$ cat src/rtl/overlay_rom_fetch.sv
// overlay_rom_fetch: sprite-window ROM address generator with a sync-aligned pixel output stage.
module overlay_rom_fetch #(
    parameter int unsigned ORIGIN_X    = 100,
    parameter int unsigned ORIGIN_Y    = 100,
    parameter int unsigned SPRITE_W    = 64,
    parameter int unsigned SPRITE_H    = 32,
    parameter int unsigned ROM_LATENCY = 2,
    parameter logic [7:0]  KEY         = 8'h00
) (
    input  logic        clock,
    input  logic        reset_n,
    input  logic [11:0] pixelX,
    input  logic [11:0] pixelY,
    input  logic        videoActive,
    input  logic        hsyncIn,
    input  logic        vsyncIn,
    output logic [10:0] romAddress,
    input  logic [7:0]  romData,
    output logic [7:0]  overlayData,
    output logic        overlayValid,
    output logic        hsyncOut,
    output logic        vsyncOut,
    output logic        activeOut
);

    localparam int unsigned CW    = 12;
    localparam int unsigned AW    = 11;
    localparam int unsigned DW    = 8;
    localparam int unsigned LW    = 4;
    // The last delay stage lines up with romData for the address issued on the sampling edge;
    // the output registers then add the final cycle of latency.
    localparam int unsigned DEPTH = ROM_LATENCY + 1;
    localparam int unsigned LAST  = DEPTH - 1;

    // Lane positions inside one delay-line stage.
    localparam int unsigned L_WIN = 0;
    localparam int unsigned L_ACT = 1;
    localparam int unsigned L_VS  = 2;
    localparam int unsigned L_HS  = 3;

    localparam logic [CW-1:0] X_LO = CW'(ORIGIN_X);
    localparam logic [CW-1:0] X_HI = CW'(ORIGIN_X + SPRITE_W - 1);
    localparam logic [CW-1:0] Y_LO = CW'(ORIGIN_Y);
    localparam logic [CW-1:0] Y_HI = CW'(ORIGIN_Y + SPRITE_H - 1);

    logic          in_window_c;
    logic          vsync_rise_c;
    logic          win_delayed_c;

    logic          vsync_prev_q,  vsync_prev_d;
    logic [AW-1:0] addr_count_q,  addr_count_d;
    logic [AW-1:0] rom_address_q, rom_address_d;
    logic [LW-1:0] dly_q [DEPTH];
    logic [LW-1:0] dly_d [DEPTH];
    logic [DW-1:0] overlay_data_q, overlay_data_d;
    logic          overlay_valid_q, overlay_valid_d;
    logic          hsync_out_q, hsync_out_d;
    logic          vsync_out_q, vsync_out_d;
    logic          active_out_q, active_out_d;

    // Sprite window decode and vsync rising-edge detect on the sampled inputs.
    always_comb begin
        in_window_c  = videoActive
                    && (pixelX >= X_LO) && (pixelX <= X_HI)
                    && (pixelY >= Y_LO) && (pixelY <= Y_HI);
        vsync_rise_c = vsyncIn && !vsync_prev_q;
        vsync_prev_d = vsyncIn;
    end

    // Address counter: a frame start clears first, so a coincident in-window pixel fetches 0.
    always_comb begin
        addr_count_d  = addr_count_q;
        rom_address_d = rom_address_q;
        if (vsync_rise_c) begin
            addr_count_d = '0;
        end
        if (in_window_c) begin
            rom_address_d = addr_count_d;
            addr_count_d  = addr_count_d + AW'(1);
        end
    end

    // Delay line carrying syncs, active and window flag alongside the ROM access.
    always_comb begin
        dly_d[0] = {hsyncIn, vsyncIn, videoActive, in_window_c};
        for (int unsigned i = 1; i < DEPTH; i++) begin
            dly_d[i] = dly_q[i-1];
        end
    end

    // Output stage: gate ROM data by the delayed window flag and apply the colour key.
    always_comb begin
        win_delayed_c   = dly_q[LAST][L_WIN];
        overlay_data_d  = win_delayed_c ? romData : '0;
        overlay_valid_d = win_delayed_c && (romData != KEY);
        hsync_out_d     = dly_q[LAST][L_HS];
        vsync_out_d     = dly_q[LAST][L_VS];
        active_out_d    = dly_q[LAST][L_ACT];
    end

    // State registers, all cleared asynchronously.
    always_ff @(posedge clock or negedge reset_n) begin
        if (!reset_n) begin
            vsync_prev_q    <= 1'b0;
            addr_count_q    <= '0;
            rom_address_q   <= '0;
            for (int unsigned i = 0; i < DEPTH; i++) begin
                dly_q[i] <= '0;
            end
            overlay_data_q  <= '0;
            overlay_valid_q <= 1'b0;
            hsync_out_q     <= 1'b0;
            vsync_out_q     <= 1'b0;
            active_out_q    <= 1'b0;
        end else begin
            vsync_prev_q    <= vsync_prev_d;
            addr_count_q    <= addr_count_d;
            rom_address_q   <= rom_address_d;
            for (int unsigned i = 0; i < DEPTH; i++) begin
                dly_q[i] <= dly_d[i];
            end
            overlay_data_q  <= overlay_data_d;
            overlay_valid_q <= overlay_valid_d;
            hsync_out_q     <= hsync_out_d;
            vsync_out_q     <= vsync_out_d;
            active_out_q    <= active_out_d;
        end
    end

    assign romAddress   = rom_address_q;
    assign overlayData  = overlay_data_q;
    assign overlayValid = overlay_valid_q;
    assign hsyncOut     = hsync_out_q;
    assign vsyncOut     = vsync_out_q;
    assign activeOut    = active_out_q;

endmodule
$ cat config.mk
export PLATFORM = sky130hd
export DESIGN_NAME = overlay_rom_fetch
export DESIGN_NICKNAME = d
export VERILOG_FILES = /design/src/rtl/overlay_rom_fetch.sv
export SDC_FILE = /design/constraint.sdc
export NUM_CORES = 1
export LEC_CHECK = 0
export CORE_MARGIN = 3
export CORE_UTILIZATION = 40
export DETAILED_ROUTE_END_ITERATION = 10
export MAX_ROUTING_LAYER = met4
export PLACE_DENSITY = 0.77
export SKIP_CTS_REPAIR_TIMING = 1
export SLEW_MARGIN = 20
export SYNTH_ARGS = -nofsm -noshare
export SYNTH_HDL_FRONTEND = slang
export SYNTH_SLANG_ARGS = --single-unit
export TNS_END_PERCENT = 10
$ cat constraint.sdc
create_clock -name clock -period 2.1 [get_ports clock]
set_clock_uncertainty 0.2 [all_clocks]
set_input_delay 0.21 -clock clock [delete_from_list [all_inputs] [get_ports clock]]
set_output_delay 0.21 -clock clock [all_outputs]
set_load 0.05 [all_outputs]
==> results_dict.tcl, run 1 <==
set metrics [dict create \
    drtIter0Drc 69 \
    start_util 0.427 \
    synth.most_common_cell "dfrtp_1" \
    area_growth_pct 45.3 \
    insertion_delay_ns 0.30 \
    die_area_um2 5260 \
    status "finished clean" \
    power_density_nw_per_um2 611 \
    timing.final.hold_violations 0 \
    synth_top_cell_area_share 0.651 \
    yosys.area.top_type "dfrtp_1" \
    finalSetupViolCount 0 \
    dieWidth_um 72.5 \
    crit_path_end_kind "flip-flop" \
    netlist_area_um2 1770 \
    syn_inst 152 \
    worst_pin_slew_ns 0.559 \
    synthArstFlopShare 1.00 \
    finalInstanceArea_um2 2570 \
    synthTopCellsByCount "46 x dfrtp_1, 21 x nand2_1, 9 x and2_1, 9 x o21ai_0" \
    dp_cells 265 \
    drv_cap 0 \
    yosys-top-cells-area "dfrtp_1 65%, nand2_1 4.5%, and2_1 3.2%" \
    ys.flop_type "dfrtp_1" \
    fill_cells 354 \
    hold_ws_ns 0.138 \
    max-slew-margin-rel 0.628 \
    yosysSeqAreaShare 0.651 \
    fmax_ghz 0.479 \
    numCtsBuffers 5 \
    fin_crit_ns 2.09 \
    root_buffer "clkbuf_8" \
    crit_chain "clkdlybuf4s50_1, o31ai_4, mux2i_1, or3_4, or4_1, a21oi_1" \
    vias 1361 \
    wire_per_inst_um 12.8 \
    maxSlewViolCount 0 \
    design.core.area_um2 4140 \
    crit_path_top_delay_cell "or4_1" \
    holdCritPathClass "in2reg" \
    final_net_count 261 \
    ios 60 \
    viasPerCell 4.97 \
    crit_start "pixelX[3]" \
    rr_worst_depth 5 \
    hpwlAfterDp_mm 2.58 \
    cts_tree "yes" \
    ant_nets 0 \
    place_area_um2 2450 \
    ys_types 33 \
    overflow 0 \
    grt_pass1_vias 1360 \
    leakage_uw 0.00112 \
    die_h_um 72.5 \
    syn_area_per_cell_um2 11.6 \
    cts_sinks 46 \
    clk_pin_slew_ns 0.09 \
    cp_slowest_stage_delay_ns 0.51 \
    r2r-start "addr_count_q[2]" \
    grt_start_max_net_pins 47 \
    worstSetupStartpointType "input port" \
    total_power_uw 1570 \
    critPathMaxFanout 9 \
    reg2reg_slack_ns 0.14 \
    rows 23 \
    port_buffers 55 \
    cp_data_arrival_time_ns 2.12 \
    ys_seq_elements 46 \
    ir_drop_mv 0.293 \
    fin_cells 274 \
    synth_edf_count 0 \
    antenna_found_initial 0 \
    synth-warning-count 0 \
    grt_pass1_wl_mm 5.83 \
    drive_gt1_frac 0.138 \
    drt-pass1-iter-count 4 \
    period_share 0.995 \
    r2r-end "addr_count_q[9]" \
    cp.required_ns 2.14 \
    cts.htree.levels 2 \
    crit_type "in2reg" \
    rsz0062_at_grt "true" \
    syn_nets 190 \
    post-route-util 0.620 \
    crit_end "addr_count_q[9]" \
    wl_mm 3.50 \
    diodes 0 \
    place_congestion 0.814 \
    drc 0 \
    grtUsageTotal 0.152 \
    clk_path_buf_depth 2 \
]
## layout make-up
| cell class | count | area [um^2] | share of cell area |
|---|---|---|---|
| Tap cell | 50 | 62.6 | 0.0243 |
| Sequential cell | 46 | 1150 | 0.448 |
| Clock inverter | 3 | 23.8 | 0.00925 |
| Multi-Input combinational cell | 94 | 579 | 0.225 |
| Inverter | 6 | 22.5 | 0.00876 |
| Clock buffer | 5 | 68.8 | 0.0268 |
| Timing Repair Buffer | 70 | 663 | 0.258 |
## critical path: cells and delay by family
| family | cells | cell delay (ns) |
|---|---|---|
| AOI/OAI and AO/OA | 2 | 0.40 |
| buffers and inverters | 1 | 0.46 |
| muxes | 1 | 0.10 |
| and+or+nand+nor | 2 | 0.95 |
## power by group
group | total (uW) | internal [uW] | switching [uW]
combinational | 121 | 69.5 | 51.9
clock | 549 | 238 | 312
sequential | 899 | 896 | 2.98
## layer usage
metal / track usage / share of wire
met1: 0.173 / 0.44
met4: 0.0615 / 0.015
met5: - / 0
met2: 0.242 / 0.45
met3: 0.0568 / 0.089
## worst min-delay path by stage
stage | from | end | cells past startpoint
global route | hsyncIn | dly_d[7] | 1
detailed placement | reset_n | romAddress[5] | 2
CTS | reset_n | activeOut | 2
finish | hsyncIn | dly_d[7] | 1
global placement | reset_n | romAddress[7] | 2
floorplan | reset_n | activeOut | 0
## cell usage in the layout, fill, tap and decap left out
master / count
nor3b_1: 1
buf_2: 1
a21oi_1: 4
dfrtp_1: 46
clkbuf_8: 5
clkdlybuf4s50_1: 53
nor4_1: 3
mux2i_1: 2
inv_6: 1
o21ai_0: 9
mux2_2: 2
and4_1: 1
nor2_1: 6
dlygate4sd3_1: 1
o41ai_2: 1
xnor2_1: 3
or2_2: 1
nand2b_2: 1
or4_1: 5
and3b_1: 1
nor3_1: 3
buf_4: 14
clkinvlp_4: 2
dlymetal6s2s_1: 1
o31ai_4: 1
inv_2: 1
nand4b_1: 1
nor2b_1: 3
nand3_1: 6
inv_1: 5
o31ai_1: 5
a21boi_0: 1
ha_1: 1
nand4_1: 2
nand2_1: 21
or3_4: 1
and2_1: 9
## cell families after synthesis
kind of cell / count (synthesis) / share of synthesized area
AND/OR/NAND/NOR: 65 / 0.194
flip-flops: 46 / 0.651
AO/OA/AOI/OAI: 21 / 0.0792
buffers and inverters: 12 / 0.0304
multiplexers: 4 / 0.0240
XOR/XNOR: 3 / 0.0149
adder cells (fa/ha/maj): 1 / 0.00707
## sequential cells by signal, summed over array words and instances (netlist names)
name          flops
addr_count_q     11
hsyncOut          1
overlayData       8
dly_q             3
overlayValid      1
romAddress       11
activeOut         1
dly_d             8
vsyncOut          1
active_out_d      1
## per-stage QoR
| stage | setup TNS [ns] | worst slack, ns |
|---|---|---|
| floorplan | 0 | 0.0702 |
| global placement | -3.64 | -0.349 |
| detailed placement | -4.30 | -0.399 |
| CTS | -0.193 | -0.0661 |
| global route | -0.144 | -0.0592 |
| finish | 0 | 0.0112 |
(Power assumes the default switching activity.)
==> run 2, diff against run 1 <==
--- a/config.mk
+++ b/config.mk
@@ -11,8 +11,8 @@
 export MAX_ROUTING_LAYER = met4
 export PLACE_DENSITY = 0.77
 export SKIP_CTS_REPAIR_TIMING = 1
-export SLEW_MARGIN = 20
+export SLEW_MARGIN = 0
 export SYNTH_ARGS = -nofsm -noshare
 export SYNTH_HDL_FRONTEND = slang
 export SYNTH_SLANG_ARGS = --single-unit
-export TNS_END_PERCENT = 10
+export TNS_END_PERCENT = 50
==> results_dict.tcl, run 2 (synthesis gave the netlist of run 1 again) <==
set metrics [dict create \
    grtUsageTotal 0.152 \
    finalInstanceArea_um2 2620 \
    design.core.area_um2 4140 \
    clk_pin_slew_ns 0.09 \
    drtIter0Drc 86 \
    wl_mm 3.57 \
    critPathMaxFanout 5 \
    timing.final.hold_violations 0 \
    holdCritPathClass "in2reg" \
    cts_tree "yes" \
    wire_per_inst_um 13.0 \
    worst_pin_slew_ns 0.562 \
    maxSlewViolCount 0 \
    grt_start_max_net_pins 47 \
    dieWidth_um 72.5 \
    numCtsBuffers 5 \
    hold_ws_ns 0.138 \
    total_power_uw 1570 \
    leakage_uw 0.00115 \
    drive_gt1_frac 0.169 \
    place_congestion 0.814 \
    power_density_nw_per_um2 601 \
    viasPerCell 5.04 \
    rows 23 \
    worstSetupStartpointType "input port" \
    place_area_um2 2450 \
    die_area_um2 5260 \
    die_h_um 72.5 \
    fin_crit_ns 2.05 \
    crit_type "in2reg" \
    ant_nets 0 \
    rsz0062_at_grt "true" \
    post-route-util 0.631 \
    layout_common_cells "51 x clkdlybuf4s50_1, 46 x dfrtp_1, 21 x nand2_1" \
    overflow 0 \
    cp_data_arrival_time_ns 2.09 \
    drv_cap 0 \
    fin_cells 275 \
    vias 1387 \
    area_growth_pct 47.8 \
    cp.required_ns 2.14 \
    max-slew-margin-rel 0.625 \
    antenna_found_initial 0 \
    root_buffer "clkbuf_8" \
    final_net_count 262 \
    drt-pass1-iter-count 5 \
    fmax_ghz 0.487 \
    crit_path_end_kind "flip-flop" \
    start_util 0.427 \
    ir_drop_mv 0.293 \
    cts_sinks 46 \
    insertion_delay_ns 0.30 \
    period_share 0.978 \
    ios 60 \
    grt_pass1_wl_mm 5.83 \
    grt_pass1_vias 1360 \
    finalSetupViolCount 0 \
    clk_path_buf_depth 2 \
    layout_commonest_cell "clkdlybuf4s50_1" \
    dp_cells 265 \
    port_buffers 55 \
    diodes 0 \
    cts.htree.levels 2 \
    drc 0 \
    status "finished clean" \
    hpwlAfterDp_mm 2.58 \
]
==> run 2: changes by cell type in the layout (fill, tap and decap cells not counted), sizes merged <==
| cell | previous run | this run |
|---|---|---|
| clkdlybuf4s50 | 53 | 51 |
| dlymetal6s2s | 1 | 3 |
| or3 | 1 | 2 |
==> run 2: final cells by class <==
class	instances	area [um^2]
timing repair buffer	70	668
inverter	6	22.5
fill	349	1530
sequential	46	1150
clock inverter	3	23.8
tap	50	62.6
multi-input combinational	95	618
clock buffer	5	68.8
==> run 2: layer usage <==
layer	share of wire	GRT usage
met1	0.45	0.173
met2	0.44	0.242
met3	0.095	0.0568
met4	0.015	0.0615
met5	0	-
==> run 2: report_power, final <==
group	internal, uW	switching, uW
registers	896	2.98
logic	70.3	54.4
clock network	238	311
==> run 2: worst max-delay path, cell delays in order <==
cell and delay (ns):
clkdlybuf4s50_1 0.41, nor4_2 0.24, nand4_1 0.18, or3_4 0.39, or4_1 0.51, a21oi_1 0.15
==> run 2: through the flow <==
| step | TNS [ns] | setup WS, ns |
|---|---|---|
| 6_report | 0 | 0.0465 |
| 5_1_grt | -0.00986 | -0.00986 |
| 4_1_cts | -0.193 | -0.0661 |
| 3_5_place_dp | -4.30 | -0.399 |
| 3_3_place_gp | -3.64 | -0.349 |
| 2_1_floorplan | 0 | 0.0702 |
==> run 2: final timing paths <==
kind | end | startpoint | slack [ns] | cells after the start
worst max-delay path | addr_count_q[9] | pixelX[10] | 0.05 | 6
worst min-delay path | dly_d[7] | hsyncIn | 0.14 | 1
worst max register to register | addr_count_q[9] | addr_count_q[2] | 0.13 | 5
worst min register to register | dly_d[3] | dly_d[7] | 0.15 | 0
max in group asynchronous | overlayData[3] | reset_n | 1.00 | 3
min in group asynchronous | romAddress[5] | reset_n | 0.30 | 3
